[config.mk]
export PLATFORM = sky130hd
export DESIGN_NAME = fp_mult_pipe
export DESIGN_NICKNAME = d
export VERILOG_FILES = /design/src/rtl/fp_mult_pipe.sv
export SDC_FILE = /design/constraint.sdc
export NUM_CORES = 2
export LEC_CHECK = 0
export CAP_MARGIN = 15
export CORE_MARGIN = 2
export CORE_UTILIZATION = 35
export CTS_CLUSTER_DIAMETER = 30
export CTS_CLUSTER_SIZE = 28
export DETAILED_ROUTE_END_ITERATION = 16
export PLACE_DENSITY = 0.49
export SETUP_SLACK_MARGIN = 0.3
export SLEW_MARGIN = 15
export SYNTH_ARGS = -nofsm -noshare
export SYNTH_HDL_FRONTEND = slang
export SYNTH_SLANG_ARGS = --single-unit
[constraint.sdc]
create_clock -name clk -period 5.4 [get_ports clk]
set_input_delay 1.08 -clock clk [delete_from_list [all_inputs] [get_ports clk]]
set_output_delay 1.08 -clock clk [all_outputs]
set_load 0.005 [all_outputs]
[src/rtl/fp_mult_pipe.sv]
// 3-stage pipelined floating-point multiplier with per-stage stall, four rounding modes,
// DAZ/FTZ handling of denormals, special-value propagation and per-result exception flags.
module fp_mult_pipe #(
    parameter int unsigned EXP_W = 8,
    parameter int unsigned MAN_W = 23
) (
    input  logic                         clk,
    input  logic                         rst_n,
    input  logic                         in_valid,
    output logic                         in_ready,
    input  logic [1+EXP_W+MAN_W-1:0]     a,
    input  logic [1+EXP_W+MAN_W-1:0]     b,
    input  logic [1:0]                   rm,
    output logic                         out_valid,
    input  logic                         out_ready,
    output logic [1+EXP_W+MAN_W-1:0]     p,
    output logic [3:0]                   flags
);
    localparam int unsigned W    = 1 + EXP_W + MAN_W;
    localparam int unsigned SW   = MAN_W + 1;
    localparam int unsigned PW   = 2 * SW;
    localparam int unsigned EW   = EXP_W + 2;
    localparam int unsigned BIAS = (1 << (EXP_W - 1)) - 1;
    localparam int unsigned EMAX = (1 << EXP_W) - 1;

    localparam logic [1:0] RM_RNE = 2'd0;
    localparam logic [1:0] RM_RTZ = 2'd1;
    localparam logic [1:0] RM_RUP = 2'd2;

    localparam logic [W-1:0] QNAN = {1'b0, {EXP_W{1'b1}}, 1'b1, {(MAN_W-1){1'b0}}};

    // Operand classification; subnormals count as zero.
    logic a_zero, a_inf, a_nan, a_snan, b_zero, b_inf, b_nan, b_snan, sign_in;
    assign a_zero  = (a[W-2 -: EXP_W] == '0);
    assign b_zero  = (b[W-2 -: EXP_W] == '0);
    assign a_inf   = (a[W-2 -: EXP_W] == '1) && (a[MAN_W-1:0] == '0);
    assign b_inf   = (b[W-2 -: EXP_W] == '1) && (b[MAN_W-1:0] == '0);
    assign a_nan   = (a[W-2 -: EXP_W] == '1) && (a[MAN_W-1:0] != '0);
    assign b_nan   = (b[W-2 -: EXP_W] == '1) && (b[MAN_W-1:0] != '0);
    assign a_snan  = a_nan && !a[MAN_W-1];
    assign b_snan  = b_nan && !b[MAN_W-1];
    assign sign_in = a[W-1] ^ b[W-1];

    logic v1_q, v1_d, v2_q, v2_d, v3_q, v3_d;
    logic ld1, ld2, ld3;
    assign ld3 = !v3_q || out_ready;
    assign ld2 = !v2_q || ld3;
    assign ld1 = !v1_q || ld2;

    logic          s1_sign_q, s1_sign_d, s1_spec_q, s1_spec_d, s1_nv_q, s1_nv_d;
    logic [EW-1:0] s1_exp_q, s1_exp_d;
    logic [PW-1:0] s1_prod_q, s1_prod_d;
    logic [1:0]    s1_rm_q, s1_rm_d;
    logic [W-1:0]  s1_sp_q, s1_sp_d;

    logic          s2_sign_q, s2_sign_d, s2_spec_q, s2_spec_d, s2_nv_q, s2_nv_d;
    logic          s2_g_q, s2_g_d, s2_r_q, s2_r_d, s2_s_q, s2_s_d;
    logic [EW-1:0] s2_exp_q, s2_exp_d;
    logic [SW-1:0] s2_mant_q, s2_mant_d;
    logic [1:0]    s2_rm_q, s2_rm_d;
    logic [W-1:0]  s2_sp_q, s2_sp_d;

    logic [W-1:0]  p_q, p_d;
    logic [3:0]    flags_q, flags_d;

    logic          msb, grs, inc, carry, to_inf;
    logic [PW-1:0] norm;
    logic [SW:0]   mant_r;
    logic [EW-1:0] exp_r;

    always_comb begin
        v1_d = v1_q; v2_d = v2_q; v3_d = v3_q;
        s1_sign_d = s1_sign_q; s1_spec_d = s1_spec_q; s1_nv_d = s1_nv_q;
        s1_exp_d = s1_exp_q; s1_prod_d = s1_prod_q; s1_rm_d = s1_rm_q; s1_sp_d = s1_sp_q;
        s2_sign_d = s2_sign_q; s2_spec_d = s2_spec_q; s2_nv_d = s2_nv_q;
        s2_g_d = s2_g_q; s2_r_d = s2_r_q; s2_s_d = s2_s_q;
        s2_exp_d = s2_exp_q; s2_mant_d = s2_mant_q; s2_rm_d = s2_rm_q; s2_sp_d = s2_sp_q;
        p_d = p_q; flags_d = flags_q;
        msb = 1'b0; grs = 1'b0; inc = 1'b0; carry = 1'b0; to_inf = 1'b0;
        norm = '0; mant_r = '0; exp_r = '0;

        // S1: classify, significand multiply, biased exponent sum.
        if (ld1) begin
            v1_d = in_valid;
            if (in_valid) begin
                s1_sign_d = sign_in;
                s1_exp_d  = EW'(a[W-2 -: EXP_W]) + EW'(b[W-2 -: EXP_W]) - EW'(BIAS);
                s1_prod_d = PW'({1'b1, a[MAN_W-1:0]}) * PW'({1'b1, b[MAN_W-1:0]});
                s1_rm_d   = rm;
                s1_nv_d   = a_snan || b_snan || (a_inf && b_zero) || (a_zero && b_inf);
                s1_spec_d = 1'b1;
                s1_sp_d   = '0;
                if (a_nan || b_nan || (a_inf && b_zero) || (a_zero && b_inf)) begin
                    s1_sp_d = QNAN;
                end else if (a_inf || b_inf) begin
                    s1_sp_d = {sign_in, {EXP_W{1'b1}}, {MAN_W{1'b0}}};
                end else if (a_zero || b_zero) begin
                    s1_sp_d = {sign_in, {(W-1){1'b0}}};
                end else begin
                    s1_spec_d = 1'b0;
                end
            end
        end

        // S2: normalise so the product MSB sits at the top, then split off G/R/S.
        if (ld2) begin
            v2_d = v1_q;
            if (v1_q) begin
                msb       = s1_prod_q[PW-1];
                norm      = msb ? s1_prod_q : (s1_prod_q << 1);
                s2_mant_d = norm[PW-1 -: SW];
                s2_g_d    = norm[MAN_W];
                s2_r_d    = norm[MAN_W-1];
                s2_s_d    = |norm[MAN_W-2:0];
                s2_exp_d  = s1_exp_q + EW'(msb);
                s2_sign_d = s1_sign_q;
                s2_spec_d = s1_spec_q;
                s2_nv_d   = s1_nv_q;
                s2_sp_d   = s1_sp_q;
                s2_rm_d   = s1_rm_q;
            end
        end

        // S3: round, resolve overflow/underflow, pack.
        if (ld3) begin
            v3_d = v2_q;
            if (v2_q) begin
                grs = s2_g_q || s2_r_q || s2_s_q;
                unique case (s2_rm_q)
                    RM_RNE:  inc = s2_g_q && (s2_r_q || s2_s_q || s2_mant_q[0]);
                    RM_RTZ:  inc = 1'b0;
                    RM_RUP:  inc = grs && !s2_sign_q;
                    default: inc = grs && s2_sign_q;
                endcase
                mant_r = (SW+1)'(s2_mant_q) + (SW+1)'(inc);
                carry  = mant_r[SW];
                exp_r  = s2_exp_q + EW'(carry);
                to_inf = (s2_rm_q == RM_RNE) || ((s2_rm_q == RM_RUP) && !s2_sign_q) ||
                         ((s2_rm_q == 2'd3) && s2_sign_q);
                if (s2_spec_q) begin
                    p_d     = s2_sp_q;
                    flags_d = {s2_nv_q, 3'b000};
                end else if ($signed(exp_r) >= $signed(EW'(EMAX))) begin
                    flags_d = 4'b0101;
                    p_d     = to_inf ? {s2_sign_q, {EXP_W{1'b1}}, {MAN_W{1'b0}}}
                                     : {s2_sign_q, {(EXP_W-1){1'b1}}, 1'b0, {MAN_W{1'b1}}};
                end else if ($signed(exp_r) <= $signed(EW'(0))) begin
                    flags_d = 4'b0011;
                    p_d     = {s2_sign_q, {(W-1){1'b0}}};
                end else begin
                    flags_d = {3'b000, grs};
                    p_d     = {s2_sign_q, exp_r[EXP_W-1:0], mant_r[MAN_W-1:0]};
                end
            end
        end
    end

    always_ff @(posedge clk or negedge rst_n) begin
        if (!rst_n) begin
            v1_q <= 1'b0; v2_q <= 1'b0; v3_q <= 1'b0;
            s1_sign_q <= 1'b0; s1_spec_q <= 1'b0; s1_nv_q <= 1'b0;
            s1_exp_q <= '0; s1_prod_q <= '0; s1_rm_q <= '0; s1_sp_q <= '0;
            s2_sign_q <= 1'b0; s2_spec_q <= 1'b0; s2_nv_q <= 1'b0;
            s2_g_q <= 1'b0; s2_r_q <= 1'b0; s2_s_q <= 1'b0;
            s2_exp_q <= '0; s2_mant_q <= '0; s2_rm_q <= '0; s2_sp_q <= '0;
            p_q <= '0; flags_q <= '0;
        end else begin
            v1_q <= v1_d; v2_q <= v2_d; v3_q <= v3_d;
            s1_sign_q <= s1_sign_d; s1_spec_q <= s1_spec_d; s1_nv_q <= s1_nv_d;
            s1_exp_q <= s1_exp_d; s1_prod_q <= s1_prod_d; s1_rm_q <= s1_rm_d; s1_sp_q <= s1_sp_d;
            s2_sign_q <= s2_sign_d; s2_spec_q <= s2_spec_d; s2_nv_q <= s2_nv_d;
            s2_g_q <= s2_g_d; s2_r_q <= s2_r_d; s2_s_q <= s2_s_d;
            s2_exp_q <= s2_exp_d; s2_mant_q <= s2_mant_d; s2_rm_q <= s2_rm_d; s2_sp_q <= s2_sp_d;
            p_q <= p_d; flags_q <= flags_d;
        end
    end

    assign in_ready  = ld1;
    assign out_valid = v3_q;
    assign p         = p_q;
    assign flags     = flags_q;
endmodule

== After elaboration in Yosys (flattened, before gate mapping) ==
Index checks and enable logic that the tools add are counted.

* Input port bits: 70
* Output and inout port bits: 38
* Register bits after elaboration: 208
* Logic and storage cells: 100

* Order comparisons: 2
* Equality and inequality tests: 5
* Reductions and logical operators: 47
* Bitwise gates (word level): 1
* Add/subtract/negate cells: 5
* Multiply operators: 1
* Muxes and demuxes: 17

{| class="wikitable"
|+ Operators by type and width
! cell !! count
|-
| 32-bit two-way mux || 4
|-
| 31-bit two-way mux || 2
|-
| 24-bit by 24-bit multiplier with 48-bit output || 1
|-
| 48-bit two-way mux || 1
|-
| 23-bit zero test || 2
|-
| 23-bit nonzero test || 2
|-
| 24-bit by 1-bit adder with 25-bit output || 1
|-
| 24-bit two-way mux || 1
|-
| 22-bit OR reduction || 1
|-
| 10-bit by 1-bit adder with 10-bit output || 2
|-
| 1-bit logical OR || 17
|-
| 8-bit == test, second input constant || 2
|-
| 8-bit zero test || 2
|-
| 1-bit logical AND || 13
|-
| 10-bit by 9-bit >= comparator with 1-bit output, second input constant || 1
|-
| 10-bit by 1-bit <= comparator with 1-bit output, second input constant || 1
|-
| 9-bit by 7-bit subtractor with 10-bit output, second input constant || 1
|-
| 8-bit by 8-bit adder with 9-bit output || 1
|-
| 1-bit zero test || 6
|-
| 2-bit AND reduction || 3
|-
| 1-bit two-way mux || 5
|-
| 2-bit == test, second input constant || 2
|-
| 4-bit two-way mux || 1
|-
| 3-bit two-way mux || 1
|-
| other kinds (5) || 5
|}

== Depth between registers and ports, before layout ==
* Depth after elaboration: 12
* Mapped depth: 26
* Depth with buffers taken out: 24

== Worst setup path before layout ==
OpenSTA, ideal clock, no wires.

* Path kind: input -> register
* From: in b[12]
* To: reg s1_prod_q[46]
* Required time: 5.265 ns
* Setup slack: -1.850 ns
* Stages on the path: 23
* Path buffers: 3
* Arrival: 7.115 ns
* Library setup time: 0.135 ns
* Cell sequence: clkbuf_1 > clkbuf_1 > nand2_1 > fa_1 > inv_1 > fa_1 > inv_1 > fa_1 > fa_1 > inv_1 > fa_1 > fa_1 > fa_1 > ha_1 > clkbuf_1 > a21o_1 > a21oi_1 > o21bai_1 > a221o_1 > a211o_1 > a221oi_1 > mux2i_1 > o311ai_1

* Longest elaborated chain between the ends: 1

{| class="wikitable"
|+ RTL lines
! element !! line !! source
|-
| from (decl) || 12 || <nowiki>input logic [1+EXP_W+MAN_W-1:0] b,</nowiki>
|-
| 24-bit by 24-bit multiplier with 48-bit output || 88 || <nowiki>s1_prod_d = PW'({1'b1, a[MAN_W-1:0]}) * PW'({1'b1, b[MAN_W-1:0]});</nowiki>
|-
| to (signal assigned) || 170 || <nowiki>s1_exp_q <= s1_exp_d; s1_prod_q <= s1_prod_d; s1_rm_q <= s1_rm_d; s1_sp_q <= s1_sp_d;</nowiki>
|-
| to (decl) || 52 || <nowiki>logic [PW-1:0] s1_prod_q, s1_prod_d;</nowiki>
|}

Every way passes these cells.
A chain may end at the register's enable or synchronous reset.

== Worst setup path after layout ==
* From: in b[10]
* To: reg s1_prod_q[46]

The elaborated chain is that of the path after synthesis.

==> metrics <==
Ports=108; Fin. Hold Viols=0; commonest non-fill, non-tap cell in the layout=inv_1; status=finished with violations; CTS root buf=clkbuf_16; DR pass1 iterations=11; CTS H-Tree Depth=4; TritonCTS clock tree=done; FP Rows=99; CP most frequent cell=fa_1; failing checks=design-rule violations, negative setup slack; RSZ-0062 raised after global routing=yes; crit path launch type=input port; setup TNS=-44800 ps; cell area after synthesis=0.0259 mm²; Cell variety after synth=65; HP Class=reg2reg; Max Clk Rate=145 MHz; chip width=276 µm; remaining routing DRC violations=12; Initial Util=35.4%; CP max FO=6; Setup CP Type=in2reg; top-area cell type share of the netlist area=37.3%; Routed WL=79900 µm; layout cell share with drive strength beyond 1=roughly a quarter; Synth Instances=2857; first-pass GRT wire length=between 100000 and 150000 µm; CTS Buffer Depth=2; routed vias/inst=4.85; DRT iter0 DRCs=roughly 1100; antenna cells=0; Slew Limit Fails=0; Post-synth EDFFs=0; CP Capture Type=flip-flop; GP Congestion=0.900; Area contributors post-synth=fa_1 (37%), dfrtp_1 (14%), ha_1 (9.4%); HPWL Detailed=63500 µm; Synth Flop Type=dfrtp_1; worst-case clock skew=a little over 10 ps; Reg clk slew, reported paths=60 ps; Max-slew headroom=28.9%; worst path cell trace=buf_6 > buf_12 > buf_12 > buf_12 > buf_4 > and2_1 > fa_1 > fa_1 > inv_1 > fa_1 > fa_1 > fa_1 > inv_1 > fa_1 > ha_1 > ha_4 > a21o_1 > a21oi_2 > o21bai_1 > a221o_1 > a211o_4 > a221oi_2 > mux2i_1 > o311ai_1; antenna violations before repair=0; CP max stage delay=around 560 ps; CP top delay family=adder cells; later-pin clock latency in the skew report=420 ps; Crit-path slowest cell=fa_1; Port-buffer cells=approximately 110; DR WL/cell=between 15 and 20 µm; number of buffers created by CTS=17; Period minus WS final=6890 ps; Mapped Nets=3605; fin crit share=128%; FF+latch count, synth=150; CP Data Arrival Time=roughly 7200 ps; GRT overflow=0; Die ar.=0.0762 mm²; Worst Path Buf+Inv=7; YS warnings=0; DRT antenna net count=0; Req. time, crit path=5670 ps; core box area=roughly 0.073 mm²; max_cap viols=0; Avg Synthesized Cell Area=a little over 9 µm²; most frequent cells in the layout=inv_1 (499), fa_1 (444), nand2_1 (416), buf_4 (321), and2_1 (206); Die H=276 µm; register area share after synthesis=14.5%; clock sinks=150; vias in the first global route=approximately 23000; Vias=20800; Post-synth ARST share=100%; Slew @ Worst Pin=1070 ps; Nets=a little over 4000; cell taking the most area after synthesis=fa_1; worst setup margin=-1490 ps; largest net degree at the start of global routing=88; final setup vio count=39; synthesis-to-finish area growth=33.9%; GRT Total Usage=21.1%
==> area by class of cell <==
type                       instances  area, µm²
fill                            6919      38400
multi-input combinational       2002      21000
timing repair buffer             586       6000
sequential                       150       3750
inverter                         563       2130
tap                              959       1200
clock buffer                      20        467
clock inverter                    12        143
==> kinds of logic (layout without fill, tap and decap cells) <==
family / count (synthesis) / after routing / synth area share, %
AOI/OAI and AO/OA: 289 / 289 / 7.00
xor gates and xnor gates: 83 / 83 / 2.84
adders and majority gates: 678 / 678 / 46.7
buffers and inverters: 706 / 1181 / 10.3
DFF: 150 / 150 / 14.5
muxes: 39 / 39 / 1.56
and+or+nand+nor: 912 / 913 / 17.1
==> cells in the mapped netlist, drive strengths merged (4+ instances only) <==
cell type,count
o311ai,5
a221o,23
and2,262
nand3b,4
nor2,73
nand2b,6
o21ai,112
a21o,15
nand2,437
clkbuf,133
buf,10
xor2,33
nor3b,4
o31ai,9
nand3,28
a21oi,63
nand4,25
mux2,10
nor4,20
mux2i,29
nor3,15
inv,561
xnor2,50
o22ai,5
a211oi,6
a31oi,14
and3,20
ha,195
fa,483
dfrtp,150
nor2b,5
or3,4
o21bai,13
==> metal layers <==
layer  up-vias  global-route usage [%]  routed length [µm]
met3       140                    3.06                3720
met1     10500                    27.3               34700
met5         -                       0                   0
met4         0                    7.75                3300
met2       495                    35.9               38200
li1       9703                       -                   -
==> sequential cells by signal (all words and copies together) (netlist names), 2 cells and up <==
register   cells
s1_exp_q      10
p             32
s1_prod_q     48
s2_mant_q     24
s2_sp_q        3
s2_rm_q        2
flags          4
s2_exp_q      10
s1_rm_q        2
s1_sp_q        3
==> what timing repair did <==
action                                  CTS  global route
cloned                                   14             4
endpoints found under the setup margin   64            63
pin swaps                               164           124
hold buffers                              0             0
gates resized for setup                 400           149
hold endpoints to repair                  0             0
setup buffers                           111            18
==> metrics by stage <==
| step | setup slack [ps] | instance area [µm²] | util [%] | hold slack (ps) | cells |
|---|---|---|---|---|---|
| 3_5_place_dp | -2500 | 31200 | 42.7 | 463 | 4113 |
| 6_report | -1490 | 34700 | 47.4 | 478 | 4292 |
| 5_1_grt | -1690 | 34700 | 47.4 | 504 | 4292 |
| 3_3_place_gp | -2440 | 31200 | 42.7 | 459 | 4113 |
| 2_1_floorplan | -1490 | 27000 | - | 439 | 2857 |
| 4_1_cts | -1610 | 34000 | 46.6 | 479 | 4270 |
==> worst paths after layout <==
| kind | slack [ps] | from | cells past startpoint | end |
|---|---|---|---|---|
| setup / recovery | -1490 | b[10] | 24 | s1_prod_q[46] |
| hold / removal | 480 | s1_sp_q[31] | 2 | s1_sp_q[31] |
| setup reg to reg | 560 | s2_rm_q[1] | 23 | p[20] |
| hold reg to reg | 480 | s1_sp_q[31] | 2 | s1_sp_q[31] |
| max in group asynchronous | 3630 | rst_n | 2 | s2_mant_q[19] |
| min in group asynchronous | 650 | rst_n | 1 | p[20] |
==> tightest hold or removal path, cell delays in order (launching register included) <==
cell	delay (ps)
dfrtp_1	340
nand2_1	50
o41ai_1	50
Power is not shown: default switching activity piles up to over one toggle a cycle in this logic, so the estimate is an artifact.
